--- src/rtl/sudoku_pkg.sv ---
// Shared types and helpers for the sudoku design: timer state encoding,
// BCD digit type, mm:ss record and active-high 7-segment glyphs.
package sudoku_pkg;

  localparam int unsigned BCD_W = 4;
  localparam int unsigned SEG_W = 7;

  typedef enum logic [1:0] {
    IDLE    = 2'd0,
    RUN     = 2'd1,
    PAUSED  = 2'd2,
    EXPIRED = 2'd3
  } timer_state_t;

  typedef logic [BCD_W-1:0] bcd_t;

  typedef struct packed {
    bcd_t min_tens;
    bcd_t min_ones;
    bcd_t sec_tens;
    bcd_t sec_ones;
  } mmss_t;

  // Segment order {g,f,e,d,c,b,a}, lit = 1
  localparam logic [SEG_W-1:0] SEG_GLYPH_0 = 7'h3F;
  localparam logic [SEG_W-1:0] SEG_GLYPH_1 = 7'h06;
  localparam logic [SEG_W-1:0] SEG_GLYPH_2 = 7'h5B;
  localparam logic [SEG_W-1:0] SEG_GLYPH_3 = 7'h4F;
  localparam logic [SEG_W-1:0] SEG_GLYPH_4 = 7'h66;
  localparam logic [SEG_W-1:0] SEG_GLYPH_5 = 7'h6D;
  localparam logic [SEG_W-1:0] SEG_GLYPH_6 = 7'h7D;
  localparam logic [SEG_W-1:0] SEG_GLYPH_7 = 7'h07;
  localparam logic [SEG_W-1:0] SEG_GLYPH_8 = 7'h7F;
  localparam logic [SEG_W-1:0] SEG_GLYPH_9 = 7'h6F;
  localparam logic [SEG_W-1:0] SEG_BLANK   = 7'h00;

  // Digit-wise BCD increment of mm:ss with ripple carries; minutes wrap at 99.
  function automatic mmss_t mmss_inc(input mmss_t t);
    mmss_t r;
    r = t;
    if (t.sec_ones == bcd_t'(9)) begin
      r.sec_ones = '0;
      if (t.sec_tens == bcd_t'(5)) begin
        r.sec_tens = '0;
        if (t.min_ones == bcd_t'(9)) begin
          r.min_ones = '0;
          r.min_tens = (t.min_tens == bcd_t'(9)) ? '0 : bcd_t'(t.min_tens + bcd_t'(1));
        end else begin
          r.min_ones = bcd_t'(t.min_ones + bcd_t'(1));
        end
      end else begin
        r.sec_tens = bcd_t'(t.sec_tens + bcd_t'(1));
      end
    end else begin
      r.sec_ones = bcd_t'(t.sec_ones + bcd_t'(1));
    end
    return r;
  endfunction

  function automatic logic [SEG_W-1:0] bcd_glyph(input bcd_t d);
    logic [SEG_W-1:0] g;
    case (d)
      bcd_t'(0): g = SEG_GLYPH_0;
      bcd_t'(1): g = SEG_GLYPH_1;
      bcd_t'(2): g = SEG_GLYPH_2;
      bcd_t'(3): g = SEG_GLYPH_3;
      bcd_t'(4): g = SEG_GLYPH_4;
      bcd_t'(5): g = SEG_GLYPH_5;
      bcd_t'(6): g = SEG_GLYPH_6;
      bcd_t'(7): g = SEG_GLYPH_7;
      bcd_t'(8): g = SEG_GLYPH_8;
      bcd_t'(9): g = SEG_GLYPH_9;
      default:   g = SEG_BLANK;
    endcase
    return g;
  endfunction

endpackage

--- src/rtl/bcd_to_seg7.sv ---
// Combinational BCD to 7-segment decode {g,f,e,d,c,b,a}; non-BCD codes blank.
module bcd_to_seg7
  import sudoku_pkg::*;
#(
  parameter bit ACTIVE_LOW = 1'b1
) (
  input  bcd_t             bcd,
  output logic [SEG_W-1:0] seg_c
);

  always_comb begin
    seg_c = bcd_glyph(bcd);
    if (ACTIVE_LOW) seg_c = ~seg_c;
  end

endmodule

--- src/rtl/game_timer.sv ---
// BCD mm:ss game clock with start/pause/clear and a freeze at LIMIT_MIN:00.
// Optional registered 7-segment outputs when GAME_TIMER_SEG7_EN is defined.
module game_timer
  import sudoku_pkg::*;
#(
  parameter int unsigned LIMIT_MIN      = 30,
  parameter int unsigned SEG_ACTIVE_LOW = 1
) (
  input  logic clk_50MHz,
  input  logic rst_n,
  input  logic clk_1Hz,
  input  logic start,
  input  logic pause,
  input  logic clear,
  output bcd_t min_tens,
  output bcd_t min_ones,
  output bcd_t sec_tens,
  output bcd_t sec_ones,
  output logic running,
  output logic time_up
`ifdef GAME_TIMER_SEG7_EN
  ,
  output logic [SEG_W-1:0] hex3,
  output logic [SEG_W-1:0] hex2,
  output logic [SEG_W-1:0] hex1,
  output logic [SEG_W-1:0] hex0
`endif
);

  if (LIMIT_MIN < 1 || LIMIT_MIN > 99 || SEG_ACTIVE_LOW > 1) begin : g_bad_param
    $error("game_timer: LIMIT_MIN must be 1..99 and SEG_ACTIVE_LOW 0 or 1");
  end

  localparam mmss_t LIMIT_VAL = mmss_t'({bcd_t'(LIMIT_MIN / 10), bcd_t'(LIMIT_MIN % 10), 8'h00});

  timer_state_t state;
  mmss_t        count;
  mmss_t        count_inc_c;

  assign count_inc_c = mmss_inc(count);

  // Control priority: clear, then pause, then start, then the 1 Hz strobe.
  always_ff @(posedge clk_50MHz or negedge rst_n) begin
    if (!rst_n) begin
      state   <= IDLE;
      count   <= '0;
      running <= 1'b0;
      time_up <= 1'b0;
    end else if (clear) begin
      state   <= IDLE;
      count   <= '0;
      running <= 1'b0;
      time_up <= 1'b0;
    end else begin
      case (state)
        IDLE, PAUSED: begin
          if (!pause && start) begin
            state   <= RUN;
            running <= 1'b1;
          end
        end
        RUN: begin
          if (pause) begin
            state   <= PAUSED;
            running <= 1'b0;
          end else if (clk_1Hz) begin
            count <= count_inc_c;
            if (count_inc_c == LIMIT_VAL) begin
              state   <= EXPIRED;
              running <= 1'b0;
              time_up <= 1'b1;
            end
          end
        end
        EXPIRED: begin
          state <= EXPIRED;
        end
        default: begin
          state   <= IDLE;
          count   <= '0;
          running <= 1'b0;
          time_up <= 1'b0;
        end
      endcase
    end
  end

  assign min_tens = count.min_tens;
  assign min_ones = count.min_ones;
  assign sec_tens = count.sec_tens;
  assign sec_ones = count.sec_ones;

`ifdef GAME_TIMER_SEG7_EN
  localparam bit              SEG_LOW  = (SEG_ACTIVE_LOW != 0);
  localparam logic [SEG_W-1:0] SEG_ZERO = SEG_LOW ? ~SEG_GLYPH_0 : SEG_GLYPH_0;

  logic [SEG_W-1:0] seg3_c, seg2_c, seg1_c, seg0_c;

  bcd_to_seg7 #(.ACTIVE_LOW(SEG_LOW)) u_seg3 (.bcd(count.min_tens), .seg_c(seg3_c));
  bcd_to_seg7 #(.ACTIVE_LOW(SEG_LOW)) u_seg2 (.bcd(count.min_ones), .seg_c(seg2_c));
  bcd_to_seg7 #(.ACTIVE_LOW(SEG_LOW)) u_seg1 (.bcd(count.sec_tens), .seg_c(seg1_c));
  bcd_to_seg7 #(.ACTIVE_LOW(SEG_LOW)) u_seg0 (.bcd(count.sec_ones), .seg_c(seg0_c));

  // Display registers trail the BCD registers by one cycle.
  always_ff @(posedge clk_50MHz or negedge rst_n) begin
    if (!rst_n) begin
      hex3 <= SEG_ZERO;
      hex2 <= SEG_ZERO;
      hex1 <= SEG_ZERO;
      hex0 <= SEG_ZERO;
    end else begin
      hex3 <= seg3_c;
      hex2 <= seg2_c;
      hex1 <= seg1_c;
      hex0 <= seg0_c;
    end
  end
`endif

endmodule

--- config.mk ---
export PLATFORM = sky130hd
export DESIGN_NAME = game_timer
export DESIGN_NICKNAME = d
export VERILOG_FILES = /design/src/rtl/sudoku_pkg.sv /design/src/rtl/bcd_to_seg7.sv /design/src/rtl/game_timer.sv
export SDC_FILE = /design/constraint.sdc
export NUM_CORES = 1
export LEC_CHECK = 0
export BUFFER_PORTS_ARGS = -buffer_cell sky130_fd_sc_hd__buf_2
export CORE_MARGIN = 1
export CORE_UTILIZATION = 28
export DETAILED_ROUTE_END_ITERATION = 10
export HOLD_SLACK_MARGIN = 0.12
export REMOVE_ABC_BUFFERS = 1
export SLEW_MARGIN = 20
export SYNTH_ARGS = -nofsm -noshare
export SYNTH_HDL_FRONTEND = slang
export SYNTH_SLANG_ARGS = --single-unit
--- constraint.sdc ---
create_clock -name clk_50MHz -period 2.6 [get_ports clk_50MHz]
set_input_delay 0.13 -clock clk_50MHz [delete_from_list [all_inputs] [get_ports clk_50MHz]]
set_output_delay 0.13 -clock clk_50MHz [all_outputs]
set_load 0.05 [all_outputs]
==> metrics.md <==
| Metric | Value |
|---|---|
| Async S/R FF share, synth | `100%` |
| I/O Buffers | `23` |
| DRT iter0 DRCs | `78` |
| Register area | `500 um^2` |
| Worst Setup Start Kind | `flop` |
| DR vias | `1128` |
| Ant diodes | `0` |
| Synth Flop Type | `dfrtp_1` |
| Final hold vios | `0` |
| Die H | `71.0 um` |
| Clock Skews | `0.00170 ns` |
| Nets@finish | `178` |
| Setup TNS | `0 ns` |
| Routed WL | `2.90 mm` |
| Crit path buf inv count | `0` |
| Worst-margin pin slew | `0.465 ns` |
| Pleak | `0.677 nW` |
| First-pass GRT wire length | `5.02 mm` |
| Synthesis Warnings | `0` |
| FMAX | `483 MHz` |
| Initial Util | `29.8%` |
| Run status | `finished, final reports clean` |
| Std cell rows | `24` |
| Reg power frac | `57.2%` |
| Via density | `5.13` |
| Mean post-synth cell area | `8.95 um^2` |
| Multi-input combinational cell area | `748 um^2` |
| Hold Slack | `0.234 ns` |
| Final critical-path share of the clock period | `79.7%` |
| Sequential share of the synthesized area | `37.5%` |
| Die area | `0.00504 mm^2` |
| Drt pass-1 iters | `6` |
| Net Sw Power | `129 uW` |
| Sink Count | `20` |
| Worst Hold Class | `input port to flop` |
| Post-layout min period | `2.07 ns` |
| Filler Cell Count | `480` |
| Max-slew violation count | `0` |
| Worst Setup End Kind | `flop` |
| Flops & latches, synth | `20` |
| Post-synth EDFFs | `0` |
| CP delay by family, top | `simple AND/OR/NAND/NOR gates` |
| Mapped cell area | `0.00133 mm^2` |
| Area Growth Syn to Fin | `12.4%` |
| Clock root buffer master | `clkbuf_8` |
| Crit path max fanout | `9` |
| Largest net degree at the start of global routing | `22` |
| # DRC | `0` |
| CTS buffer count | `3` |
| Vias in the first global route | `1011` |
| Clock buffer depth | `2` |
| Crit-path slowest cell | `dfrtp_1` |
| Gpl congestion | `0.798` |
| Yosys cell types | `44` |
| Cell chain of the critical path | `nor3b_4, and3_1, nand3_2, a221oi_2, nand4bb_1, a211oi_2` |
| Switching Share | `23.1%` |
| Post-Synthesis Cells | `149` |
| Layout cells sized above 1 | `23.2%` |
| Die width | `71.0 um` |
| Arrival time at the worst endpoint | `2.25 ns` |
| Slew headroom | `69.0%` |
| RSZ-0062 raised after global routing | `false` |
| Cell Pwr Density | `371 mW/mm^2` |
| TritonCTS clock tree | `done` |
| Clock share of power | `36.1%` |
| Initial antenna violation count | `0` |
| Io pins | `24` |
| Max cap viols | `0` |
| Grt ovf | `0` |
| CP Class | `flop to flop` |
| All-Layer GR Usage | `12.6%` |
| Combinational fraction of design power | `6.7%` |
| Final setup vio count | `0` |
| H-tree depth | `1` |
| Int Power | `427 uW` |
| Final ANT Viol Nets | `0` |
| DPL Wire Length | `2.08 mm` |
| Data required time of the worst path | `2.78 ns` |
| VDD IR max | `0.196 mV` |
| CTS clk-pin slew, worst paths | `0.07 ns` |
| Critical path's largest stage delay | `0.48 ns` |
| Drt wl/cell | `13.2 um` |
| Core ar. | `0.00447 mm^2` |
| Post-CTS Resized | `0` |
| Clock Latency Late Sink | `0.25 ns` |
path summary, 6_finish.rpt:
path | to | depth (start not counted) | startpoint | slack [ns]
setup / recovery | state[1]$_DFFE_PN0P_ | 6 | sec_ones[1]$_DFFE_PN0P_ | 0.53
hold / removal | state[0]$_DFFE_PN0P_ | 5 | start | 0.23
setup reg to reg | state[1]$_DFFE_PN0P_ | 6 | sec_ones[1]$_DFFE_PN0P_ | 0.53
hold reg to reg | time_up$_DFFE_PN0P_ | 2 | time_up$_DFFE_PN0P_ | 0.51
max in group asynchronous | sec_tens[2]$_DFFE_PN0P_ | 2 | rst_n | 1.92
min in group asynchronous | time_up$_DFFE_PN0P_ | 2 | rst_n | 0.36
synth_stat cells (2+ instances only):
master    count  area [um^2]
xnor2_1       2         17.5
xor2_1        4         35.0
a21oi_1      10         50.1
and3_1        4         25.0
nand3_1      10         50.1
nor3b_1       2         15.0
clkbuf_1      3         11.3
buf_6         3         33.8
dfrtp_1      20          500
nor3_1        4         20.0
inv_1         5         18.8
or3_1         2         12.5
nand2_1       8         30.0
a211oi_1      2         15.0
nor2_1       23         86.3
mux2i_1       5         50.1
nor2b_1       5         31.3
ha_1          2         25.0
o21ai_0       8         40.0
and2b_2       3         26.3
logic make-up after synthesis:
| logic type | synth area share (%) |
|---|---|
| AOI/OAI and AO/OA | 14.2 |
| buffers and inverters | 6.38 |
| DFF | 37.5 |
| adders and majority gates | 1.88 |
| muxes | 3.75 |
| xor gates and xnor gates | 3.94 |
| and+or+nand+nor | 32.4 |
per-layer routing:
layer  wire (um)  up-vias  GRT usage [%]
met3          97        4           3.28
met4          38        0           4.00
li1            -      572              -
met2        1300       22           19.8
met5           0        -              0
met1        1460      530           17.1
area by class of cell:
| class | instances | area share, % |
|---|---|---|
| Clock buffer | 3 | 2.75 |
| Multi-Input combinational cell | 116 | 49.9 |
| Timing Repair Buffer | 24 | 8.35 |
| Inverter | 5 | 1.25 |
| Sequential cell | 20 | 33.4 |
| Tap cell | 52 | 4.34 |
layout by cell type, fill, tap and decap left out, types with 3 or more instances in the layout:
cell and n:
clkbuf_8 3, nor2_1 23, o21ai_0 8, nand2_1 8, xor2_1 4, and3_1 4
nor2b_1 5, buf_2 23, nor3_1 4, a21oi_1 10, inv_1 5, dfrtp_1 20
and2b_2 3, mux2i_1 5, nand3_1 10
state kept, by name, indices dropped and copies added (netlist names):
name / cells
min_ones: 4
min_tens: 4
running: 1
sec_ones: 4
state: 2
sec_tens: 4
time_up: 1
metrics by stage:
stage | power (mW) | cell area [um^2] | util [%] | worst slack, ns | cells
floorplan | 0.340 | 1270 | - | 0.480 | 141
global placement | 0.361 | 1450 | 32.4 | 0.595 | 216
detailed placement | 0.361 | 1450 | 32.4 | 0.552 | 216
CTS | 0.571 | 1500 | 33.5 | 0.530 | 220
global route | 0.590 | 1500 | 33.5 | 0.300 | 220
finish | 0.556 | 1500 | 33.5 | 0.528 | 220
power groups by stage:
stage	Sequential, mW	Combinational, mW	Clock (mW)
floorplan	0.330	0.0103	0
global placement	0.324	0.0368	0
detailed placement	0.324	0.0374	0
CTS	0.318	0.0386	0.215
global route	0.319	0.0425	0.229
finish	0.318	0.0372	0.201
timing repair:
action	CTS	global route
hold buffers	1	0
buffers inserted	0	0
hold endpoints to repair	20	0
tightest hold or removal path, delay by kind of cell:
family / cells / cell delay [ns]
AOI/OAI and AO/OA: 1 / 0.05
buffers and inverters: 1 / 0.08
and+or+nand+nor: 3 / 0.18
No activity file was read; power rests on OpenSTA's default activity.
